==> src/rtl/stage_1_pkg.sv <==
// stage_1_pkg: shared constants and types for the stage_1 instruction fetch stage.
//   DEFAULT_RESET_PC / DEFAULT_NOP_INST : parameter defaults for stage_1
//   fetch_entry_t                       : one buffered {pc, inst} pair
//   req_state_e                         : instruction-memory request tracker states
package stage_1_pkg;

    localparam logic [31:0] DEFAULT_RESET_PC = 32'h0000_0000;
    localparam logic [31:0] DEFAULT_NOP_INST = 32'h0000_0013;

    typedef struct packed {
        logic [31:0] pc;
        logic [31:0] inst;
    } fetch_entry_t;

    // IDLE: nothing outstanding; BUSY: request live, response will be kept;
    // DROP: request live, response belongs to a redirected-away path.
    typedef enum logic [1:0] {
        REQ_IDLE = 2'd0,
        REQ_BUSY = 2'd1,
        REQ_DROP = 2'd2
    } req_state_e;

endpackage

==> src/rtl/stage_1_fetch_buffer.sv <==
// fetch_buffer: 2-entry FIFO of fetched {pc, inst} pairs between the memory
// response and the IF/ID output register.
//   clk_i, rst_ni   : clock, asynchronous active-low reset
//   push_i, data_i  : write one entry (accepted when not full, or when popping)
//   pop_i           : drop the head entry (ignored when empty)
//   flush_i         : discard all entries; wins over push/pop
//   full_o, empty_o : occupancy flags
//   head_o          : oldest entry, valid when !empty_o
module fetch_buffer
    import stage_1_pkg::*;
(
    input  logic         clk_i,
    input  logic         rst_ni,
    input  logic         push_i,
    input  logic         pop_i,
    input  logic         flush_i,
    input  fetch_entry_t data_i,
    output logic         full_o,
    output logic         empty_o,
    output fetch_entry_t head_o
);

    fetch_entry_t mem_q [2];
    logic         wr_ptr_q;
    logic         rd_ptr_q;
    logic [1:0]   count_q;
    logic         do_push;
    logic         do_pop;

    always_comb begin
        do_pop  = pop_i && (count_q != 2'd0);
        // A full buffer can still take a push when the head leaves this cycle.
        do_push = push_i && ((count_q != 2'd2) || do_pop);
    end

    assign full_o  = (count_q == 2'd2);
    assign empty_o = (count_q == 2'd0);
    assign head_o  = mem_q[rd_ptr_q];

    always_ff @(posedge clk_i or negedge rst_ni) begin
        if (!rst_ni) begin
            for (int unsigned i = 0; i < 2; i++) begin
                mem_q[i] <= '0;
            end
            wr_ptr_q <= 1'b0;
            rd_ptr_q <= 1'b0;
            count_q  <= '0;
        end else if (flush_i) begin
            wr_ptr_q <= 1'b0;
            rd_ptr_q <= 1'b0;
            count_q  <= '0;
        end else begin
            if (do_push) begin
                mem_q[wr_ptr_q] <= data_i;
                wr_ptr_q        <= ~wr_ptr_q;
            end
            if (do_pop) begin
                rd_ptr_q <= ~rd_ptr_q;
            end
            case ({do_push, do_pop})
                2'b10:   count_q <= count_q + 2'd1;
                2'b01:   count_q <= count_q - 2'd1;
                default: count_q <= count_q;
            endcase
        end
    end

endmodule

==> src/rtl/stage_1.sv <==
// stage_1: instruction fetch stage with a single-outstanding memory request,
// a 2-entry fetch buffer and the IF/ID output register.
//   i_clk, i_rst              : clock, asynchronous active-low reset
//   i_stall                   : hold inst/pc/inst_valid (buffer keeps filling)
//   i_b_taken, i_b_pc         : redirect fetch to i_b_pc (word aligned)
//   imem_req, imem_addr       : memory request, held until acknowledged
//   i_imem_ack, i_imem_data   : memory response
//   inst, pc, inst_valid      : instruction handed to decode
module stage_1
    import stage_1_pkg::*;
#(
    parameter logic [31:0] RESET_PC = DEFAULT_RESET_PC,
    parameter logic [31:0] NOP_INST = DEFAULT_NOP_INST
) (
    input  logic        i_clk,
    input  logic        i_rst,
    input  logic        i_stall,
    input  logic        i_b_taken,
    input  logic [31:0] i_b_pc,
    output logic        imem_req,
    output logic [31:0] imem_addr,
    input  logic        i_imem_ack,
    input  logic [31:0] i_imem_data,
    output logic [31:0] inst,
    output logic [31:0] pc,
    output logic        inst_valid
);

    req_state_e   state_q, state_d;
    logic [31:0]  fetch_pc_q, fetch_pc_d;
    logic [31:0]  drop_addr_q, drop_addr_d;
    logic [31:0]  inst_q, inst_d;
    logic [31:0]  pc_q, pc_d;
    logic         valid_q, valid_d;

    logic         buf_push;
    logic         buf_pop;
    logic         buf_full;
    logic         buf_empty;
    logic         room_next;
    fetch_entry_t buf_wdata;
    fetch_entry_t buf_head;

    fetch_buffer u_fetch_buffer (
        .clk_i   (i_clk),
        .rst_ni  (i_rst),
        .push_i  (buf_push),
        .pop_i   (buf_pop),
        .flush_i (i_b_taken),
        .data_i  (buf_wdata),
        .full_o  (buf_full),
        .empty_o (buf_empty),
        .head_o  (buf_head)
    );

    always_comb begin
        buf_pop        = !i_b_taken && !i_stall && !buf_empty;
        buf_push       = (state_q == REQ_BUSY) && i_imem_ack && !i_b_taken;
        buf_wdata.pc   = fetch_pc_q;
        buf_wdata.inst = i_imem_data;
        // Occupancy after this edge is at most one, so a new request still fits.
        room_next = buf_empty
                 || (!buf_full && (buf_pop || !buf_push))
                 || (buf_full && buf_pop && !buf_push);
    end

    // Request tracker: a kept ack may immediately chain the next request;
    // a dropped ack always leaves one idle cycle before the redirected fetch.
    always_comb begin
        state_d     = state_q;
        fetch_pc_d  = fetch_pc_q;
        drop_addr_d = drop_addr_q;
        case (state_q)
            REQ_IDLE: begin
                if (!i_b_taken && room_next) begin
                    state_d = REQ_BUSY;
                end
            end
            REQ_BUSY: begin
                if (i_imem_ack) begin
                    state_d = (!i_b_taken && room_next) ? REQ_BUSY : REQ_IDLE;
                end else if (i_b_taken) begin
                    state_d     = REQ_DROP;
                    drop_addr_d = fetch_pc_q;
                end
            end
            REQ_DROP: begin
                if (i_imem_ack) begin
                    state_d = REQ_IDLE;
                end
            end
            default: state_d = REQ_IDLE;
        endcase
        if (buf_push) begin
            fetch_pc_d = fetch_pc_q + 32'd4;
        end
        if (i_b_taken) begin
            fetch_pc_d = i_b_pc & ~32'd3;
        end
    end

    always_comb begin
        inst_d  = inst_q;
        pc_d    = pc_q;
        valid_d = valid_q;
        if (i_b_taken) begin
            inst_d  = NOP_INST;
            pc_d    = '0;
            valid_d = 1'b0;
        end else if (!i_stall) begin
            if (!buf_empty) begin
                inst_d  = buf_head.inst;
                pc_d    = buf_head.pc;
                valid_d = 1'b1;
            end else begin
                inst_d  = NOP_INST;
                pc_d    = '0;
                valid_d = 1'b0;
            end
        end
    end

    always_ff @(posedge i_clk or negedge i_rst) begin
        if (!i_rst) begin
            state_q     <= REQ_IDLE;
            fetch_pc_q  <= RESET_PC & ~32'd3;
            drop_addr_q <= '0;
            inst_q      <= NOP_INST;
            pc_q        <= '0;
            valid_q     <= 1'b0;
        end else begin
            state_q     <= state_d;
            fetch_pc_q  <= fetch_pc_d;
            drop_addr_q <= drop_addr_d;
            inst_q      <= inst_d;
            pc_q        <= pc_d;
            valid_q     <= valid_d;
        end
    end

    // While dropping, the abandoned request's address stays on the bus.
    assign imem_req   = (state_q != REQ_IDLE);
    assign imem_addr  = (state_q == REQ_DROP) ? drop_addr_q : fetch_pc_q;
    assign inst       = inst_q;
    assign pc         = pc_q;
    assign inst_valid = valid_q;

endmodule

==> config.mk <==
export PLATFORM = sky130hd
export DESIGN_NAME = stage_1
export DESIGN_NICKNAME = d
export VERILOG_FILES = /design/src/rtl/stage_1_pkg.sv /design/src/rtl/stage_1_fetch_buffer.sv /design/src/rtl/stage_1.sv
export SDC_FILE = /design/constraint.sdc
export NUM_CORES = 1
export LEC_CHECK = 0
export BUFFER_PORTS_ARGS = -buffer_cell sky130_fd_sc_hd__buf_4
export CAP_MARGIN = 20
export CORE_UTILIZATION = 25
export CTS_BUF_LIST = sky130_fd_sc_hd__clkbuf_8
export CTS_CLUSTER_DIAMETER = 150
export DETAILED_ROUTE_END_ITERATION = 8
export PLACE_DENSITY = 0.43
export SKIP_LAST_GASP = 1
export SYNTH_ARGS = -nofsm -noshare
export SYNTH_HDL_FRONTEND = slang
export SYNTH_SLANG_ARGS = --single-unit
==> constraint.sdc <==
create_clock -name i_clk -period 1.8 [get_ports i_clk]
set_input_delay 0.09 -clock i_clk [delete_from_list [all_inputs] [get_ports i_clk]]
set_output_delay 0.09 -clock i_clk [all_outputs]
set_load 0.005 [all_outputs]
==> flow_summary.ini <==
[sta]
worstMarginPinSlew_ns = 0.641
period_minus_slack_ns = 2.12
max_freq_mhz = 473
fin_ws_ns = -0.315
slew_viol_final = 0
rsz0062_at_grt = yes
setup_violations = 168
fin_crit_sh = 1.18
slew_headroom = 0.573
fin_skew_ns = 0.0265
final_hold_viol_count = 0
finalSetupTns_ns = -39.93
hold_ws_ns = 0.0597

[global_route]
met1_usage = 0.200
grt_pass1_wl_mm = 50.5
grt_pass1_vias = 8461
use_met3 = 0.0263
grt_busiest_layer = met2
antenna_found_initial = 1
use_met2 = 0.236
grt_usage = 0.148
grt_remaining_overflow = 0
grt_max_degree = 71

[die]
core_sq_um = 43300
start_util = 0.255
die_w_um = 212
row_count = 76
die-area_sq_um = 44900
die_y_um = 212
io_pins = 167

[critical_path]
path_max_fanout = 11
critPathKind = reg -> out
endpoint_kind = output port
start_kind = flip-flop
worstPathRequired_ns = 1.71
cp.arrival_ns = 2.03

[routing]
drc_errors = 0
avgViaCountPerCell = 4.36
drt-total-wl_mm = 33.5
avgRoutedWirePerCell_um = 18.3
ant_nets = 0
via_count = 7970
drt-pass1-iter-count = 4
drt_iter0_drc = 233

[synthesis]
ys.flop_type = dfrtp_1
synth_cells = 886
synth_common_cells = dfrtp_1 (251), mux2_2 (178), nand2_1 (106)
synth.distinct_cells = 41
netlist_area_sq_um = 11000
ys_seq_elements = 254
synth-warning-count = 0
synth_area_leaders = dfrtp_1 (57%), mux2_2 (18%), mux2i_1 (5.5%)
yosys.area.top_type_share = 0.570
syn_avg_cell_area_sq_um = 12.4
synth.largest_area_cell = dfrtp_1
synth.most_common_cell = dfrtp_1
synth_edf_count = 0
ys_seq_area_frac = 0.577
async_flop_share = 1.00

[clock_tree]
htreeDepth = 2
clockBufferDepth = 3
clk_latency_ns = 0.60
cts-root-buf = clkbuf_8
path_clk_slew_ns = 0.06
cts_buffers = 48
tritoncts = yes
cts.sinks = 254

[final_layout]
drive_above_1_share = 0.453
finalInstanceArea_sq_um = 16300
final_nets = 1280
area_delta_synth_final_pct = 47.9

[pwr]
power.density_nw_per_um2 = 981
clkPwrFrac = 0.340
sequentialPowerShare = 0.465
switching_share = 0.266
total_power_mw = 16.0
switching_power_mw = 4.25
max-vdd-ir-drop_mv = 0.419
power.internal_mw = 11.7
p_leak_nw = 7.46
p_comb_frac = 0.195

[placement]
routabilityCongestion = 0.732
hpwl_mm = 20.8
place_area_sq_um = 13600
io_buffers = 162

[run_status]
status = finished with violations
violations = setup timing

[flow_run]
cap_violations = 0

[worst_hold_path]
hold_class = in -> async
routing by layer:
layer,up-vias,wire [um]
met5,-,13
met3,55,1170
met1,4006,15700
li1,3749,-
met2,158,15800
met4,2,761
cell type report:
cell class / count / area [sq um]
Antenna cell: 1 / 2.50
Multi-Input combinational cell: 560 / 4920
Tap cell: 585 / 732
Clock inverter: 28 / 143
Fill cell: 4290 / 27000
Timing Repair Buffer: 340 / 3340
Sequential cell: 254 / 6360
Clock buffer: 56 / 771
Inverter: 6 / 22.5
cell usage in the layout, fill, tap and decap left out, drive strengths merged, types with 4 or more instances in the layout:
cell type	Yosys	layout
a21oi	4	4
buf	32	265
clkbuf	36	60
dfrtp	251	251
dlygate4sd3	0	71
inv	6	28
mux2	182	182
mux2i	61	61
nand2	106	106
nand3	10	10
nand4	10	10
nor2	12	12
nor3	9	9
nor4	9	9
o21ai	98	98
or4	3	4
xnor2	19	19
xor2	11	11
critical path: stages, from the launching register on:
cell	delay, ns
dfrtp_2	0.41
buf_6	0.12
nor2b_4	0.18
buf_12	0.19
mux2_2	0.38
buf_4	0.14
worst paths after layout:
kind / depth (start not counted) / endpoint / slack [ns] / start
max: 5 / imem_addr[31] / -0.32 / state_q[0]
min in group i_clk: 4 / fetch_pc_q[12] / 0.25 / i_b_pc[12]
max in group asynchronous: 3 / pc[5] / 1.04 / i_rst
max reg2reg: 10 / u_fetch_buffer.mem_q[19] / -0.32 / state_q[1]
min: 2 / inst[17] / 0.06 / i_rst
min reg2reg: 2 / inst[30] / 0.48 / inst[30]
cells by family (layout without fill, tap and decap cells):
logic type	count (synthesis)	count (layout)	synth area share
xor gates and xnor gates	30	30	0.0238
buffers and inverters	74	430	0.0291
AOI/OAI and AO/OA	107	107	0.0502
other	1	3	0.000340
adders and majority gates	1	1	0.00114
and+or+nand+nor	176	177	0.0767
DFF	254	254	0.577
muxes	243	243	0.241
what timing repair did:
item	CTS	global route
gates resized for setup	80	85
hold endpoints to repair	357	0
pin swaps	23	20
cloned	8	5
hold buffers	71	0
setup endpoints to repair	105	176
setup buffers	18	7
power by group through the flow:
| stage | Clock (mW) | Sequential, mW | Combinational, mW |
|---|---|---|---|
| after floorplan | 0 | 7.33 | 1.66 |
| after global placement | 0 | 7.47 | 2.57 |
| after detailed placement | 0 | 7.50 | 2.62 |
| after CTS | 5.73 | 7.42 | 3.02 |
| after global routing | 5.94 | 7.59 | 3.41 |
| final | 5.44 | 7.44 | 3.11 |
flip-flops by register name, indices dropped and copies added, names as in the netlist:
signal and cells:
drop_addr_q 30, fetch_pc_q 30, inst 32, inst_valid 1, pc 31, state_q 2
u_fetch_buffer.count_q 2, u_fetch_buffer.mem_q 124, u_fetch_buffer.rd_ptr_q 1, u_fetch_buffer.wr_ptr_q 1
stage by stage:
stage | std cells | util | setup slack, ns
floorplan | 887 | - | -0.0772
global placement | 1643 | 0.315 | -0.0776
detailed placement | 1643 | 0.315 | -0.0917
CTS | 1823 | 0.368 | -0.416
global route | 1829 | 0.377 | -0.426
finish | 1830 | 0.377 | -0.315
No activity file was read; power rests on OpenSTA's default activity.
